==> config.mk <==
export PLATFORM = sky130hd
export DESIGN_NAME = pipe_controller
export DESIGN_NICKNAME = d
export VERILOG_FILES = /design/src/rtl/pipe_controller.sv
export SDC_FILE = /design/constraint.sdc
export NUM_CORES = 1
export LEC_CHECK = 0
export BUFFER_PORTS_ARGS = -buffer_cell sky130_fd_sc_hd__buf_2
export CORE_MARGIN = 3
export CORE_UTILIZATION = 44
export DETAILED_ROUTE_END_ITERATION = 8
export GPL_TIMING_DRIVEN = 0
export PLACE_DENSITY = 0.85
export SYNTH_ARGS = -nofsm -noshare
export SYNTH_HDL_FRONTEND = slang
export SYNTH_SLANG_ARGS = --single-unit
==> constraint.sdc <==
create_clock -name clk -period 5.56 [get_ports clk]
set_input_delay 0.278 -clock clk [delete_from_list [all_inputs] [get_ports clk]]
set_output_delay 0.278 -clock clk [all_outputs]
set_load 0.03 [all_outputs]
==> src/rtl/pipe_controller.sv <==
// pipe_controller: control and hazard unit for a 5-stage pipelined ARM datapath.
//
// Decodes the Decode-stage instruction and carries its control bits through
// D->E->M->W, evaluates condition codes against an internal NZCV register in
// Execute, and produces stall/flush/forwarding selects from the datapath's
// register-match signals.
//
// Ports:
//   clk, reset            clock, asynchronous active-high reset
//   InstrD                Decode-stage instruction
//   ALUFlags              NZCV from the ALU (Execute)
//   Match_*               register-match strobes from the datapath
//   RegSrcD, ImmSrcD      Decode-stage operand/immediate selects
//   ALUSrcE, ALUControlE  Execute-stage ALU controls
//   BranchTakenE          taken branch, redirect PC to ALUResultE
//   MemWriteM             data-memory write enable
//   MemtoRegW, RegWriteW  writeback result select / regfile write enable
//   PCSrcW                writeback targets R15
//   StallF, StallD        hold PC / hold InstrD
//   FlushD, FlushE        clear InstrD / clear the E-stage registers
//   ForwardAE, ForwardBE  00 RD1E/RD2E, 01 ResultW, 10 ALUOutM
//   StallCount            cycles with StallD=1 (PIPE_PERF_EN builds only)
//   FlushCount            cycles with FlushE=1 (PIPE_PERF_EN builds only)
//
// Build option: define PIPE_PERF_EN to include the saturating performance
// counters; otherwise both count ports are tied to zero.
module pipe_controller #(
    parameter logic [3:0]  RESET_FLAGS = 4'b0000,
    parameter int unsigned CNT_W       = 32
) (
    input  logic             clk,
    input  logic             reset,
    input  logic [31:0]      InstrD,
    input  logic [3:0]       ALUFlags,
    input  logic             Match_1E_M,
    input  logic             Match_1E_W,
    input  logic             Match_2E_M,
    input  logic             Match_2E_W,
    input  logic             Match_12D_E,
    output logic [1:0]       RegSrcD,
    output logic [1:0]       ImmSrcD,
    output logic             ALUSrcE,
    output logic [2:0]       ALUControlE,
    output logic             BranchTakenE,
    output logic             MemWriteM,
    output logic             MemtoRegW,
    output logic             RegWriteW,
    output logic             PCSrcW,
    output logic             StallF,
    output logic             StallD,
    output logic             FlushD,
    output logic             FlushE,
    output logic [1:0]       ForwardAE,
    output logic [1:0]       ForwardBE,
    output logic [CNT_W-1:0] StallCount,
    output logic [CNT_W-1:0] FlushCount
);

    typedef struct packed {
        logic       pcsrc;
        logic       regwrite;
        logic       memtoreg;
        logic       memwrite;
        logic       branch;
        logic       alusrc;
        logic [2:0] alucontrol;
        logic       flagwrite;
        logic [3:0] cond;
    } ctrl_e_t;

    typedef struct packed {
        logic pcsrc;
        logic regwrite;
        logic memtoreg;
        logic memwrite;
    } ctrl_m_t;

    typedef struct packed {
        logic pcsrc;
        logic regwrite;
        logic memtoreg;
    } ctrl_w_t;

    logic [1:0] op;
    logic [5:0] funct;
    logic [3:0] cmd;
    logic [3:0] rd;
    logic       unused_instr_bits;

    assign op    = InstrD[27:26];
    assign funct = InstrD[25:20];
    assign cmd   = InstrD[24:21];
    assign rd    = InstrD[15:12];
    assign unused_instr_bits = ^{InstrD[19:16], InstrD[11:0]};

    logic       regwrite_d;
    logic       memtoreg_d;
    logic       memwrite_d;
    logic       branch_d;
    logic       alusrc_d;
    logic       flagwrite_d;
    logic       pcsrc_d;
    logic [2:0] alucontrol_d;
    logic [1:0] regsrc_d;

    always_comb begin
        regwrite_d   = 1'b0;
        memtoreg_d   = 1'b0;
        memwrite_d   = 1'b0;
        branch_d     = 1'b0;
        alusrc_d     = 1'b0;
        flagwrite_d  = 1'b0;
        alucontrol_d = 3'b000;
        regsrc_d     = 2'b00;
        case (op)
            2'b00: begin
                alusrc_d    = funct[5];
                flagwrite_d = funct[0];
                regwrite_d  = 1'b1;
                case (cmd)
                    4'b0100: alucontrol_d = 3'b000;
                    4'b0010: alucontrol_d = 3'b001;
                    4'b0000: alucontrol_d = 3'b010;
                    4'b1100: alucontrol_d = 3'b011;
                    4'b1010: begin
                        alucontrol_d = 3'b001;
                        regwrite_d   = 1'b0;
                        flagwrite_d  = 1'b1;
                    end
                    default: begin
                        alusrc_d    = 1'b0;
                        flagwrite_d = 1'b0;
                        regwrite_d  = 1'b0;
                    end
                endcase
            end
            2'b01: begin
                alusrc_d     = 1'b1;
                alucontrol_d = funct[3] ? 3'b000 : 3'b001;
                regwrite_d   = funct[0];
                memtoreg_d   = funct[0];
                memwrite_d   = ~funct[0];
                regsrc_d[1]  = ~funct[0];
            end
            2'b10: begin
                branch_d    = 1'b1;
                alusrc_d    = 1'b1;
                regsrc_d[0] = 1'b1;
            end
            default: ;
        endcase
    end

    assign pcsrc_d = regwrite_d & (rd == 4'hF);
    assign RegSrcD = regsrc_d;
    assign ImmSrcD = op;

    ctrl_e_t e_d, e_q;
    ctrl_m_t m_d, m_q;
    ctrl_w_t w_d, w_q;
    logic [3:0] flags_q;
    logic       cond_ex;
    logic       ldr_stall;
    logic       pc_wr_pend;

    assign e_d = '{pcsrc: pcsrc_d, regwrite: regwrite_d, memtoreg: memtoreg_d,
                   memwrite: memwrite_d, branch: branch_d, alusrc: alusrc_d,
                   alucontrol: alucontrol_d, flagwrite: flagwrite_d,
                   cond: InstrD[31:28]};

    // The D->E register is never stalled: a load-use hazard inserts a bubble
    // here while InstrD is held upstream.
    always_ff @(posedge clk or posedge reset) begin
        if (reset) e_q <= '0;
        else       e_q <= FlushE ? '0 : e_d;
    end

    // flags_q is {N, Z, C, V}
    always_comb begin
        case (e_q.cond)
            4'b0000: cond_ex = flags_q[2];
            4'b0001: cond_ex = ~flags_q[2];
            4'b0010: cond_ex = flags_q[1];
            4'b0011: cond_ex = ~flags_q[1];
            4'b0100: cond_ex = flags_q[3];
            4'b0101: cond_ex = ~flags_q[3];
            4'b0110: cond_ex = flags_q[0];
            4'b0111: cond_ex = ~flags_q[0];
            4'b1000: cond_ex = flags_q[1] & ~flags_q[2];
            4'b1001: cond_ex = ~flags_q[1] | flags_q[2];
            4'b1010: cond_ex = flags_q[3] == flags_q[0];
            4'b1011: cond_ex = flags_q[3] != flags_q[0];
            4'b1100: cond_ex = ~flags_q[2] & (flags_q[3] == flags_q[0]);
            4'b1101: cond_ex = flags_q[2] | (flags_q[3] != flags_q[0]);
            4'b1110: cond_ex = 1'b1;
            default: cond_ex = 1'b0;
        endcase
    end

    // No bypass: an instruction right behind a flag-setting one sees the
    // updated flags only from the following cycle.
    always_ff @(posedge clk or posedge reset) begin
        if (reset)                           flags_q <= RESET_FLAGS;
        else if (e_q.flagwrite && cond_ex)   flags_q <= ALUFlags;
    end

    assign m_d = '{pcsrc: e_q.pcsrc & cond_ex, regwrite: e_q.regwrite & cond_ex,
                   memtoreg: e_q.memtoreg, memwrite: e_q.memwrite & cond_ex};
    assign w_d = '{pcsrc: m_q.pcsrc, regwrite: m_q.regwrite, memtoreg: m_q.memtoreg};

    always_ff @(posedge clk or posedge reset) begin
        if (reset) begin
            m_q <= '0;
            w_q <= '0;
        end else begin
            m_q <= m_d;
            w_q <= w_d;
        end
    end

    assign ALUSrcE      = e_q.alusrc;
    assign ALUControlE  = e_q.alucontrol;
    assign BranchTakenE = e_q.branch & cond_ex;
    assign MemWriteM    = m_q.memwrite;
    assign MemtoRegW    = w_q.memtoreg;
    assign RegWriteW    = w_q.regwrite;
    assign PCSrcW       = w_q.pcsrc;

    assign ForwardAE = (Match_1E_M & m_q.regwrite) ? 2'b10 :
                       (Match_1E_W & w_q.regwrite) ? 2'b01 : 2'b00;
    assign ForwardBE = (Match_2E_M & m_q.regwrite) ? 2'b10 :
                       (Match_2E_W & w_q.regwrite) ? 2'b01 : 2'b00;

    // A PC write in flight (D, E or M) freezes fetch until it retires in W.
    assign ldr_stall  = Match_12D_E & e_q.memtoreg;
    assign pc_wr_pend = pcsrc_d | e_q.pcsrc | m_q.pcsrc;
    assign StallF     = ldr_stall | pc_wr_pend;
    assign StallD     = ldr_stall;
    assign FlushD     = pc_wr_pend | w_q.pcsrc | BranchTakenE;
    assign FlushE     = ldr_stall | BranchTakenE;

`ifdef PIPE_PERF_EN
    logic [CNT_W-1:0] stall_cnt_q, flush_cnt_q;

    always_ff @(posedge clk or posedge reset) begin
        if (reset) begin
            stall_cnt_q <= '0;
            flush_cnt_q <= '0;
        end else begin
            if (StallD && stall_cnt_q != '1) stall_cnt_q <= stall_cnt_q + CNT_W'(1);
            if (FlushE && flush_cnt_q != '1) flush_cnt_q <= flush_cnt_q + CNT_W'(1);
        end
    end

    assign StallCount = stall_cnt_q;
    assign FlushCount = flush_cnt_q;
`else
    assign StallCount = '0;
    assign FlushCount = '0;
`endif

endmodule
Yosys cells after proc, flatten, opt, wreduce, memory -nomap -nowiden
Index checks and enable logic that the tools add are counted.
Widths: inputs -> output; s select.

storage, ports and cells
  output and inout port bits = 85
  word-level logic and storage cells = 91
  register bits after elaboration = 25

cells by class
  eq/ne operators = 23
  multiplexer cells = 18
  bitwise logic cells = 25
  reduce and logical (&&, ||, !) cells = 8

operators with widths
  kind                count
  $eq 4x4->1 const B  10
  $eq 4x3->1 const B  5
  $pmux 1 s15         1
  $mux 14             1
  $and 1x1->1         12
  $eq 4x2->1 const B  3
  $mux 1              9
  $logic_not 4->1     2
  $or 1x1->1          8
  $pmux 1 s2          3
  $pmux 2 s3          1
  $not 1->1           5
  $reduce_or 5->1     1
  $eq 4x1->1 const B  1
  $mux 2              2
  $pmux 2 s2          1
  $reduce_or 2->1     2
  $reduce_or 4->1     1
  $eq 2x1->1 const B  1
  $eq 2x2->1 const B  1
  $logic_not 2->1     1
  $eq 1x1->1          1
  $logic_and 1x1->1   1
  $ne 1x1->1          1

Depth between registers and ports, before layout
  depth after elaboration = 9
  gate-level depth with buffers = 7
  depth with buffers taken out = 7

Worst setup path after synthesis
Ideal clock, no wire load.

  path kind = flip-flop to output port
  from = reg flags_q[2]
  to = out FlushD
  buffers on the path = 0
  cell stages (with the launch flop) = 6
  slack = 3.316 ns
  data arrival time = 1.966 ns
  required time = 5.282 ns
  path through = dfrtp_1 > mux2_4 > a32o_1 > a311o_1 > o31a_4 > or3_1

between the ends
  word-level cells in the longest chain between the ends = 5
  elaborated cells on any way between the ends = 8

RTL lines
  element                                RTL line       text
  start: declaration                     161            logic [3:0] flags_q;
  start signal: assignment               204            else if (e_q.flagwrite && cond_ex) flags_q <= ALUFlags;
  $not 1->1                              182, 189, 193
  $and 1x1->1, on equally long branches  193, 189
  $pmux 1 s15 (*)                        180            case (e_q.cond)
  $and 1x1->1 (*)                        223            assign BranchTakenE = e_q.branch & cond_ex;
  $or 1x1->1 (*)                         239            assign FlushD = pc_wr_pend | w_q.pcsrc | BranchTakenE;
  end: declaration                       51             output logic FlushD,

Every way passes the cells marked *; elsewhere a longest branch is shown, timed or not.

Worst setup path after layout
  from = reg e_q[2] (netlist name)
  to = out FlushD

between the ends
  word-level cells in the longest chain between the ends = 4
  elaborated cells on any way between the ends = 18

RTL lines
  element                                   RTL line  text
  start: declaration                        158       ctrl_e_t e_d, e_q;
  start signal: assignment                  175       else e_q <= FlushE ? '0 : e_d;
  $eq 4x4->1, or another cell as far along  180
  $pmux 1 s15 (*)                           180
  $and 1x1->1 (*)                           223
  $or 1x1->1 (*)                            239

Marked as above.

==> results.cfg <==
[outcome]
outcome = finished clean

[clocking]
post-cts-setup-buffer-count = 0
cts_buffer_depth = 2
htree_levels = 1
cts_tree = built
clk_pin_slew_worst_paths_ns = 0.08
hold_buffers = 0
cts.sink_count = 24
cts_resized = 0
insertion_delay_ns = 0.26
cts_buffers = 3
cts_root_buf = clkbuf_8

[sta]
fmax_ghz = 0.375
finalHoldViolCount = 0
finalSetupViolCount = 0
maxSlewHeadroom = 0.442
tightest_slew_ns = 0.836
rsz0062_at_grt = no
finalCritPeriodShare = 0.480
slew_violations = 0
fin_ws_ns = 2.89
clock_skew_ns = 0.00366
fin_crit_ns = 2.67
finalSetupTns_ns = 0

[global_route]
grt_first_pass_wirelength_um = 5210
grt_overflow = 0
antenna_found_initial = 0
grt_max_degree = 25
grt_pass1_vias = 1212
grtUsageTotal = 0.128

[worst_hold_path]
min_path_type = in -> async

[placement]
port_buffers = 46
post-place-ws_ns = 3.20
place_hpwl_um = 2770
place_congestion = 0.729

[routing]
first_iter_violations = 16
vias_per_cell = 3.88
wl_um = 3240
firstDrtPassIters = 4
ant_nets = 0
wl_per_cell_um = 9.13
drcViolationCount = 0
vias = 1379

[critical_path]
crit_required_ns = 5.28
critical_path_class = reg -> out
worstReg2RegEnd = flags_q[2]
worstPathArrival_ns = 2.39
worst_setup_path_start_kind = register
reg2reg_from = e_q[2]
reg2reg_depth = 6
worstSetupEndpointType = output pin
reg2reg_setup_slack_ns = 3.45
critPathMaxFanout = 10

[power]
power.leakage_nw = 1.45
power.density_nw_per_um2 = 254
netSwitchingFraction = 0.361
pwr-share-clk = 0.248
peakVddDrop_mv = 0.123
combPwrFrac = 0.392
power_mw = 0.605
p_seq_frac = 0.360
switchingPower_mw = 0.219
internal_power_mw = 0.387

[cells_and_area]
nets = 355
final-seq-area_um2 = 601
antennaDiodeCount = 0
final.fill_count = 333
drive_above_1_share = 0.430
postLayoutCoreUtil = 0.632
syn_to_final_growth_pct = 33.8
multi_input_area_um2 = 842

[die]
dieArea_um2 = 4850
die_w_um = 69.7
initial_utilization = 0.473
fp.dieH_um = 69.7
core_um2 = 3770
rows = 22
io_pins = 128

[synthesis]
yosysSeqAreaShare = 0.337
synth_warnings = 0
synth.avg_cell_area_um2 = 9.24
synth_area_um2 = 1780
synthTopCellsByArea = dfrtp_1 (34%), buf_4 (31%), ha_1 (2.8%)
synth.largest_area_cell = dfrtp_1
yosys.area.top_type_share = 0.337
synth_cell_types = 42
ys_seq_elements = 24
syn_inst = 193

[run]
cap_viol_max_count = 0
[placed cells by master, fill, tap and decap left out, types with 2 or more instances in the layout]
cell,n
buf_2,48
nor3_1,2
dfrtp_1,24
and2_1,2
a31oi_1,2
conb_1,65
ha_1,4
nor4_1,3
clkbuf_8,3
buf_4,73
o31a_1,2
nand2b_1,4
nor2_1,13
nor2b_1,6
a21oi_1,6
inv_1,6
o21ai_0,2
nand2_1,13
mux2_1,4
[worst max-delay path, cell delays in order, from the launching register on]
cell and delay [ns]:
dfrtp_1 0.41, buf_4 0.18, nor3b_2 0.21, a31oi_1 0.06
a311o_1 0.41, o31a_4 0.33, or3_1 0.34, buf_2 0.18
[cell type report]
cell class              count  area share
plain buffers              75       0.234
clock buffers               3      0.0173
clock inverters             1      0.0126
inverters                   6     0.00944
multi-input cells         152       0.353
flip-flops and latches     24       0.252
well taps                  48      0.0252
repair buffers             46      0.0965
[Yosys cell counts, drive strengths merged]
cell type  instances
inv                6
o31a               3
nor3b              1
a22oi              1
nor4bb             1
a311o              1
nand3              1
o21ai              2
or3b               1
nand2             13
ha                 4
mux2               5
a32oi              1
a31oi              2
nor3               3
mux2i              1
nor2b              6
xor2               1
buf               75
xnor2              1
nand4bb            1
a32o               1
nand4              1
a41oi              1
nor4b              2
nor4               3
nor2              13
or3                1
dfrtp             24
and2               2
o211a              1
conb               1
or2                1
and4b              1
a21oi              6
nand2b             4
o22ai              1
[kinds of logic after synthesis]
| logic type | count (synthesis) | share of synthesized area |
|---|---|---|
| buf+inv | 81 | 0.326 |
| simple gates | 55 | 0.175 |
| flops | 24 | 0.337 |
| compound gates | 20 | 0.0835 |
| mux | 6 | 0.0393 |
| fa+ha+maj | 4 | 0.0281 |
| xor+xnor | 2 | 0.00983 |
| other cells | 1 | 0.00210 |
[registers in the layout, summed over array words and instances (netlist names)]
register / cells
RegWriteW: 1
ALUSrcE: 1
PCSrcW: 1
m_q: 3
e_q: 10
MemtoRegW: 1
flags_q: 4
ALUControlE: 2
MemWriteM: 1
[per-stage QoR]
stage,hold WS [ns],area [µm²],cells
global placement,0.339,2310,351
global route,0.214,2380,355
finish,0.169,2380,355
floorplan,0.293,2020,257
CTS,0.210,2380,355
detailed placement,0.337,2310,351
[per-layer routing]
metal,GRT usage,share of wire,vias up,routed length [µm]
li1,-,-,734,-
met1,0.143,0.37,583,1200
met2,0.231,0.53,58,1720
met3,0.0319,0.085,4,276
met4,0.0489,0.015,0,48
met5,0,0,-,0
[worst max-delay path by stage]
stage                           from     end  slack, ns  cells past startpoint
after floorplan           flags_q[2]  FlushD       3.32                      5
after global placement    flags_q[2]  FlushD       3.21                      6
after detailed placement      e_q[2]  FlushD       3.20                      7
after CTS                     e_q[2]  FlushD       2.89                      7
after global routing          e_q[2]  FlushD       2.77                      7
final                         e_q[2]  FlushD       2.89                      7
[power groups by stage]
stage | Clock, mW | Sequential, mW | Combinational (mW)
6_report | 0.150 | 0.218 | 0.237
5_1_grt | 0.159 | 0.223 | 0.257
4_1_cts | 0.152 | 0.218 | 0.236
3_5_place_dp | 0 | 0.221 | 0.236
3_3_place_gp | 0 | 0.221 | 0.232
2_1_floorplan | 0 | 0.221 | 0.196
(Power assumes the default switching activity.)
